$ cat src/rtl/alu_pkg.sv
// alu_pkg: opcode, condition-code, flag-bit and FSM-state definitions shared by the ALU issue controller.
package alu_pkg;
  localparam logic [3:0] OP_ADD = 4'h0, OP_SUB = 4'h1, OP_MUL = 4'h2, OP_AND = 4'h3;
  localparam logic [3:0] OP_ORR = 4'h4, OP_EOR = 4'h5, OP_MOVN = 4'h6, OP_MOV = 4'h7;
  localparam logic [3:0] OP_LSL = 4'h8, OP_LSR = 4'h9, OP_ASR = 4'hA, OP_CMP = 4'hB;
  localparam logic [3:0] CC_EQ = 4'h0, CC_NE = 4'h1, CC_CS = 4'h2, CC_CC = 4'h3;
  localparam logic [3:0] CC_MI = 4'h4, CC_PL = 4'h5, CC_VS = 4'h6, CC_VC = 4'h7;
  localparam logic [3:0] CC_HI = 4'h8, CC_LS = 4'h9, CC_GE = 4'hA, CC_LT = 4'hB;
  localparam logic [3:0] CC_GT = 4'hC, CC_LE = 4'hD, CC_AL = 4'hE, CC_NV = 4'hF;
  localparam int FL_N = 3, FL_Z = 2, FL_C = 1, FL_V = 0;
  typedef enum logic [1:0] {S_IDLE = 2'd0, S_EXEC = 2'd1, S_WB = 2'd2} state_t;
endpackage

$ cat src/rtl/alu_issue_ctrl_cond_eval.sv
// cond_eval: ARM condition-code check of a 4-bit cond against NZCV.
// Odd codes are the negation of the even code below them (AL/NV included).
module cond_eval
  import alu_pkg::*;
(
  input  logic [3:0] i_cond,
  input  logic [3:0] i_nzcv,
  output logic       o_pass
);
  logic w_n, w_z, w_c, w_v, w_base;
  assign w_n = i_nzcv[FL_N];
  assign w_z = i_nzcv[FL_Z];
  assign w_c = i_nzcv[FL_C];
  assign w_v = i_nzcv[FL_V];
  always_comb begin
    w_base = 1'b1;
    case (i_cond[3:1])
      3'd0: w_base = w_z;
      3'd1: w_base = w_c;
      3'd2: w_base = w_n;
      3'd3: w_base = w_v;
      3'd4: w_base = w_c & ~w_z;
      3'd5: w_base = w_n == w_v;
      3'd6: w_base = ~w_z & (w_n == w_v);
      default: w_base = 1'b1;
    endcase
  end
  assign o_pass = w_base ^ i_cond[0];
endmodule

$ cat src/rtl/alu_issue_ctrl.sv
// alu_issue_ctrl: issues one conditional instruction at a time to the ALU,
// waits its latency, captures result/flags and offers the result for writeback.
module alu_issue_ctrl
  import alu_pkg::*;
#(
  parameter int ALU_LAT = 1,
  parameter int MUL_LAT = 3,
  parameter int RD_W    = 4
) (
  input  logic            clk,
  input  logic            rst_n,
  input  logic            i_in_valid,
  output logic            o_in_ready,
  input  logic [3:0]      i_in_opcode,
  input  logic [3:0]      i_in_cond,
  input  logic            i_in_s,
  input  logic [RD_W-1:0] i_in_rd,
  input  logic [31:0]     i_in_op1,
  input  logic [31:0]     i_in_op2,
  input  logic [15:0]     i_in_iv,
  output logic [31:0]     o_alu_reg1,
  output logic [31:0]     o_alu_reg2,
  output logic [15:0]     o_alu_iv,
  output logic [3:0]      o_alu_opcode,
  output logic            o_alu_s,
  output logic [3:0]      o_alu_flag,
  input  logic [31:0]     i_alu_result,
  input  logic [3:0]      i_alu_new_flag,
  output logic            o_wb_valid,
  input  logic            i_wb_ready,
  output logic [RD_W-1:0] o_wb_rd,
  output logic [31:0]     o_wb_data,
  output logic [3:0]      o_flags,
  output logic            o_illegal
);
  state_t          r_state;
  logic [7:0]      r_cnt;
  logic [RD_W-1:0] r_rd, r_wb_rd;
  logic [31:0]     r_alu_reg1, r_alu_reg2, r_wb_data;
  logic [15:0]     r_alu_iv;
  logic [3:0]      r_alu_opcode, r_flags;
  logic            r_alu_s, r_wb_valid, r_illegal;
  logic            w_pass, w_reserved, w_s_eff;

  cond_eval u_cond (.i_cond(i_in_cond), .i_nzcv(r_flags), .o_pass(w_pass));

  assign w_reserved = i_in_opcode[3:2] == 2'b11;
  // CMP exists only for its flags; the MOV forms must never disturb them
  assign w_s_eff = (i_in_opcode == OP_CMP) |
                   (i_in_s & (i_in_opcode != OP_MOVN) & (i_in_opcode != OP_MOV));

  always_ff @(posedge clk or negedge rst_n) begin
    if (!rst_n) begin
      r_state      <= S_IDLE;
      r_cnt        <= '0;
      r_rd         <= '0;
      r_alu_reg1   <= '0;
      r_alu_reg2   <= '0;
      r_alu_iv     <= '0;
      r_alu_opcode <= '0;
      r_alu_s      <= 1'b0;
      r_flags      <= '0;
      r_wb_valid   <= 1'b0;
      r_wb_rd      <= '0;
      r_wb_data    <= '0;
      r_illegal    <= 1'b0;
    end else begin
      r_illegal <= 1'b0;
      case (r_state)
        S_IDLE: if (i_in_valid && w_pass) begin
          if (w_reserved) r_illegal <= 1'b1;
          else begin
            r_alu_reg1   <= i_in_op1;
            r_alu_reg2   <= i_in_op2;
            r_alu_iv     <= i_in_iv;
            r_alu_opcode <= i_in_opcode;
            r_alu_s      <= w_s_eff;
            r_rd         <= i_in_rd;
            r_cnt        <= i_in_opcode == OP_MUL ? 8'(MUL_LAT) : 8'(ALU_LAT);
            r_state      <= S_EXEC;
          end
        end
        S_EXEC: begin
          r_cnt <= r_cnt - 8'd1;
          if (r_cnt == 8'd1) begin
            if (r_alu_s) r_flags <= i_alu_new_flag;
            if (r_alu_opcode == OP_CMP) r_state <= S_IDLE;
            else begin
              r_wb_data  <= i_alu_result;
              r_wb_rd    <= r_rd;
              r_wb_valid <= 1'b1;
              r_state    <= S_WB;
            end
          end
        end
        S_WB: if (i_wb_ready) begin
          r_wb_valid <= 1'b0;
          r_state    <= S_IDLE;
        end
        default: r_state <= S_IDLE;
      endcase
    end
  end

  assign o_in_ready   = r_state == S_IDLE;
  assign o_alu_reg1   = r_alu_reg1;
  assign o_alu_reg2   = r_alu_reg2;
  assign o_alu_iv     = r_alu_iv;
  assign o_alu_opcode = r_alu_opcode;
  assign o_alu_s      = r_alu_s;
  assign o_alu_flag   = r_flags;
  assign o_wb_valid   = r_wb_valid;
  assign o_wb_rd      = r_wb_rd;
  assign o_wb_data    = r_wb_data;
  assign o_flags      = r_flags;
  assign o_illegal    = r_illegal;
endmodule

$ cat config.mk
export PLATFORM = sky130hd
export DESIGN_NAME = alu_issue_ctrl
export DESIGN_NICKNAME = d
export VERILOG_FILES = /design/src/rtl/alu_pkg.sv /design/src/rtl/alu_issue_ctrl_cond_eval.sv /design/src/rtl/alu_issue_ctrl.sv
export SDC_FILE = /design/constraint.sdc
export NUM_CORES = 1
export LEC_CHECK = 0
export CAP_MARGIN = 20
export CORE_MARGIN = 2
export CORE_UTILIZATION = 44
export CTS_CLUSTER_SIZE = 24
export DETAILED_ROUTE_END_ITERATION = 6
export PLACE_DENSITY = 0.93
export SYNTH_ARGS = -nofsm -noshare
export SYNTH_HDL_FRONTEND = slang
export SYNTH_HIERARCHICAL = 1
export SYNTH_SLANG_ARGS = --single-unit
$ cat constraint.sdc
create_clock -name clk -period 6.1 [get_ports clk]
set_clock_uncertainty 0.2 [all_clocks]
set_input_delay 1.22 -clock clk [delete_from_list [all_inputs] [get_ports clk]]
set_output_delay 1.22 -clock clk [all_outputs]
set_load 0.01 [all_outputs]
* Word level (Yosys, flattened, before mapping)
Index checks and enable logic that the tools add are counted. Widths: inputs -> output; s select.
Storage, ports and cells: register bits after elaboration 141, input bits 133, output and inout port bits 132, word-level logic and storage cells 73
Operators by class: $add $sub $neg 1, eq/ne operators 21, muxes and demuxes 18, bitwise gates (word level) 9, reduce and logical (&&, ||, !) cells 11
Operators with widths (number):
- $mux 8 | 2
- $pmux 8 s2 | 1
- $mux 2 | 6
- $reduce_and 3->1 | 4
- $eq 3x3->1 const B | 3
- $eq 4x4->1 const B | 2
- $eq 8x1->1 const B | 1
- $ne 2x2->1 const B | 4
- $ne 4x3->1 const B | 2
- $reduce_and 4->1 | 2
- $sub 8x1->8 const B | 1
- $pmux 1 s7 | 1
- $eq 3x2->1 const B | 2
- $mux 1 | 6
- $pmux 2 s3 | 1
- $and 1x1->1 | 4
- $eq 2x2->1 const B | 2
- $eq 4x2->1 const B | 1
- $reduce_bool 2->1 | 2
- $eq 3x1->1 const B | 1
- $logic_not 3->1 | 1
- $not 1->1 | 3
- $eq 2x1->1 const B | 1
- $logic_not 2->1 | 1
- 6 further kinds | 6

* Depth between registers and ports, before layout
depth after elaboration 7, mapped depth 10, depth with buffers taken out 8

* Cells and area by module
The synthesis kept the hierarchy.
Modules (own cells, without submodules):
- alu_issue_ctrl | times used 1, cells an instance 539, area an instance 5572.8 sq um, sequential area each 3528.4 sq um
- cond_eval | times used 1, cells an instance 10, area an instance 88.8 sq um, sequential area each 0.0 sq um

* Worst setup path before layout
No wires, ideal clock.
path kind input port to flip-flop, start in i_in_cond[2], end reg r_alu_reg2[3], in the netlist o_alu_reg2[3], setup time 0.065 ns, data arrival time 3.071 ns, data required time 5.835 ns, setup slack 2.764 ns, cell stages on the path 10, buffers on the path 2, cell sequence mux4_2 > inv_1 > o32a_2 > xnor2_1 > nand4bb_1 > a21oi_1 > clkbuf_1 > clkbuf_1 > nand2_1 > nand2_1
On the way: cells in the longest elaborated chain, start to end 5, elaborated cells between the ends (all ways) 11
Ends and longest elaborated chain:
- start, declared | RTL line alu_issue_ctrl.sv:15 | input logic [3:0] i_in_cond,
- $eq 3x3->1, or another cell as far along | RTL line alu_issue_ctrl_cond_eval.sv:17 | case (i_cond[3:1])
- $pmux 1 s7 * | RTL line alu_issue_ctrl_cond_eval.sv:17
- $xor 1x1->1 * | RTL line alu_issue_ctrl_cond_eval.sv:28 | assign o_pass = w_base ^ i_cond[0];
- net w_pass | RTL line alu_issue_ctrl.sv:43 | logic w_pass, w_reserved, w_s_eff;
- $logic_and 1x1->1 * | RTL line alu_issue_ctrl.sv:70 | S_IDLE: if (i_in_valid && w_pass) begin
- $reduce_and 3->1 (no line) *
- end signal, assigned | RTL line alu_issue_ctrl.sv:74 | r_alu_reg2 <= i_in_op2;
- end, declared | RTL line alu_issue_ctrl.sv:39 | logic [31:0] r_alu_reg1, r_alu_reg2, r_wb_data;
The timed path passes the listed nets; every way through them passes the cells marked *. A chain may end at the register's enable or synchronous reset.

* Worst setup path after layout
start in i_in_cond[2], end reg r_alu_reg1[15], in the netlist o_alu_reg1[15]
On the way: cells in the longest elaborated chain, start to end 5, elaborated cells between the ends (all ways) 11
Ends and longest elaborated chain:
- $eq 3x3->1, or another cell as far along | RTL line alu_issue_ctrl_cond_eval.sv:17
- $pmux 1 s7 * | RTL line alu_issue_ctrl_cond_eval.sv:17
- $xor 1x1->1 * | RTL line alu_issue_ctrl_cond_eval.sv:28
- net w_pass | RTL line alu_issue_ctrl.sv:43
- $logic_and 1x1->1 * | RTL line alu_issue_ctrl.sv:70
- $reduce_and 3->1 (no line) *
- end signal, assigned | RTL line alu_issue_ctrl.sv:73 | r_alu_reg1 <= i_in_op1;
- end, declared | RTL line alu_issue_ctrl.sv:39
Marks and branches as above.

==> flow_summary.yaml <==
flow_run:
  maxCapViolations: 0
timing:
  slew_viol_final: 0
  grt_setup_unrepaired: "no"
  tightestPinTransition_ps: 960
  fmax_ghz: 0.237
  layout_setup_ws_ps: 1890
  relSlewSlack: 0.357
  timing.final.crit_share: 0.690
  setup_tns_ps: 0
  period_needed_ps: 4210
  setup_violations: 0
  hold_viol: 0
worst_setup_path:
  slowest_delay_ps: 700
  critPathMostFrequentCell: "nand2_1"
  r2r_cells: 9
  crit_family: "simple AND/OR/NAND/NOR gates"
  worstReg2RegStart: "o_alu_flag[3]"
  timing.rr.end: "o_alu_reg1[15]"
  critPathSlowestCell: "nand2b_2"
  r2r_slack_ps: 2800
  cp_num_buf_inv: 3
  end_kind: "register"
  worst-path-max-fanout: 46
  worstSetupStartpointType: "input port"
  crit_chain: "clkdlybuf4s50_1, mux4_2, inv_1, o32a_2, xnor2_1, nand4bb_1, nand2b_2, buf_12, nand2_1, nand2_1"
  crit_type: "in -> reg"
  crit_arrival_ps: 4310
  required_ps: 6200
detailed_routing:
  drtAntennaViolNets: 0
  drc: 0
  dr.first_iter.drc_count: 292
  vias_per_cell: 4.85
  vias: 4807
  drtPass1Iterations: 4
  drt-wirelength-per-cell_um: 15.4
  wl_um: 15300
synthesis:
  synth_nets: 684
  yosys_warnings: 6
  synth_edf_count: 0
  syn_inst: 549
  synth.avg_cell_area_sq_um: 10.3
  synthArstFlopShare: 1.00
  synth_flop_cell: "dfrtp_1"
  synth.distinct_cells: 35
  netlist_area_sq_um: 5660
  ys_seq_area_frac: 0.623
  synth_seq_cells: 141
global_routing:
  grt_overflow: 0
  grt_pass1_vias: 4898
  grt.total_usage: 0.228
  antenna_found_initial: 0
  grt_max_degree: 94
  grt_pass1_wl_um: 24900
finish:
  utilization: 0.719
  layout_common_cells: "clkdlybuf4s50_1 (263), nand2_1 (262), dfrtp_1 (141)"
  stdcell_count: 991
  final_common_cell: "clkdlybuf4s50_1"
  fin_nets: 941
  layout-drive-gt1-share: 0.100
  area_growth_pct: 59.6
  antenna_cells: 0
floorplan:
  initial_core_util: 0.450
  design.die.area_sq_um: 13800
  die_x_um: 117
  die_h_um: 117
  fp.coreArea_sq_um: 12600
  ios: 265
  rows: 41
power:
  peakVddDrop_v: 0.000268
  power.density_nw_per_um2: 520
  leakage_nw: 4.25
hold_path:
  holdPathStages: 2
  holdCritPathClass: "reg -> reg"
  hold_start: "o_alu_reg2[9]"
  worstHoldEndpoint: "o_alu_reg2[9]"
clocking:
  clk_pin_slew_worst_paths_ps: 60
  cts_tree: "done"
  cts_resized: 0
  postCtsSetupBuffers: 0
  hold_buffers: 0
  clk-insertion-delay-late_ps: 410
  cts_root_buf: "clkbuf_16"
  htree_levels: 4
  clk_path_buf_depth: 2
  cts_made_buffers: 17
  cts_sinks: 141
place:
  place.gp.congestion: 0.797
  dp_cells: 959
  dp_hpwl_um: 10600
  portBuffers: 264
  post-place-ws_ps: 1490
run_status:
  outcome: "complete, no violations"
[sequential cells by signal (all words and copies together) (netlist names), 2 cells and up]
name / flops
o_alu_flag: 4
o_alu_iv: 16
o_alu_opcode: 4
o_alu_reg1: 32
o_alu_reg2: 32
o_wb_data: 32
o_wb_rd: 4
r_cnt: 8
r_rd: 4
r_state: 2
[through the flow]
step	power, mW	area [sq um]	hold slack, ps
final	4.70	9030	270
after global routing	4.99	9030	293
after CTS	4.74	9030	275
after detailed placement	3.65	8430	261
after global placement	3.58	8430	255
after floorplan	2.53	5660	242
[report_power, final]
group / internal (mW) / switching [mW] / leakage (nW)
Sequential: 1.38 / 0.273 / 1.74
Clock: 0.673 / 0.385 / 0.299
Combinational: 1.14 / 0.856 / 2.22
[cell families after synthesis]
family / count (synthesis) / synth area share
and+or+nand+nor: 303 / 0.218
DFF: 141 / 0.623
muxes: 41 / 0.0955
buffers and inverters: 35 / 0.0301
AOI/OAI and AO/OA: 24 / 0.0241
xor gates and xnor gates: 3 / 0.00464
adders and majority gates: 2 / 0.00442
[worst max-delay path by stage]
stage | startpoint | to | slack, ps | cells after the start
after global placement | i_in_cond[2] | r_cnt[4] | 1580 | 10
after CTS | i_in_cond[2] | o_alu_reg1[15] | 1920 | 10
after floorplan | i_in_cond[2] | o_alu_reg2[3] | 2760 | 10
after global routing | i_in_cond[2] | o_alu_reg1[9] | 1760 | 10
final | i_in_cond[2] | o_alu_reg1[15] | 1890 | 10
after detailed placement | i_in_cond[2] | r_cnt[4] | 1490 | 10
[synth_stat cells (2+ instances only)]
| master | n | area [sq um] |
|---|---|---|
| or4_1 | 3 | 22.5 |
| nand2b_1 | 5 | 31.3 |
| ha_1 | 2 | 25.0 |
| xnor2_1 | 3 | 26.3 |
| inv_1 | 5 | 18.8 |
| o21ai_0 | 9 | 45.0 |
| a21oi_1 | 10 | 50.1 |
| nand2_1 | 262 | 983 |
| dfrtp_1 | 141 | 3530 |
| buf_6 | 3 | 33.8 |
| mux2_4 | 18 | 270 |
| mux2_2 | 22 | 248 |
| nor2_1 | 12 | 45.0 |
| or3_1 | 8 | 50.1 |
| buf_4 | 4 | 30.0 |
| nor2b_1 | 2 | 12.5 |
| clkbuf_1 | 22 | 82.6 |
[area by class of cell]
| class | instances | area, sq um |
|---|---|---|
| Fill cell | 854 | 3530 |
| Multi-Input combinational cell | 373 | 1980 |
| Clock inverter | 11 | 139 |
| Clock buffer | 21 | 470 |
| Timing Repair Buffer | 268 | 2690 |
| Tap cell | 172 | 215 |
| Inverter | 5 | 18.8 |
| Sequential cell | 141 | 3530 |
[worst register-to-register path, delay by kind of cell, from the launching register on]
kind / cells / cell delay (ps)
DFF: 1 / 430
and+or+nand+nor: 5 / 1280
xor gates and xnor gates: 2 / 440
AOI/OAI and AO/OA: 1 / 390
buffers and inverters: 1 / 440
[metal layers]
metal | track usage | share of wire | vias to the layer above
met4 | 0.104 | 0.031 | 0
li1 | - | - | 2259
met3 | 0.0773 | 0.077 | 42
met2 | 0.381 | 0.50 | 206
met1 | 0.265 | 0.39 | 2300
met5 | 0 | 0 | -
Note: power is estimated with default switching activity, not from simulation.
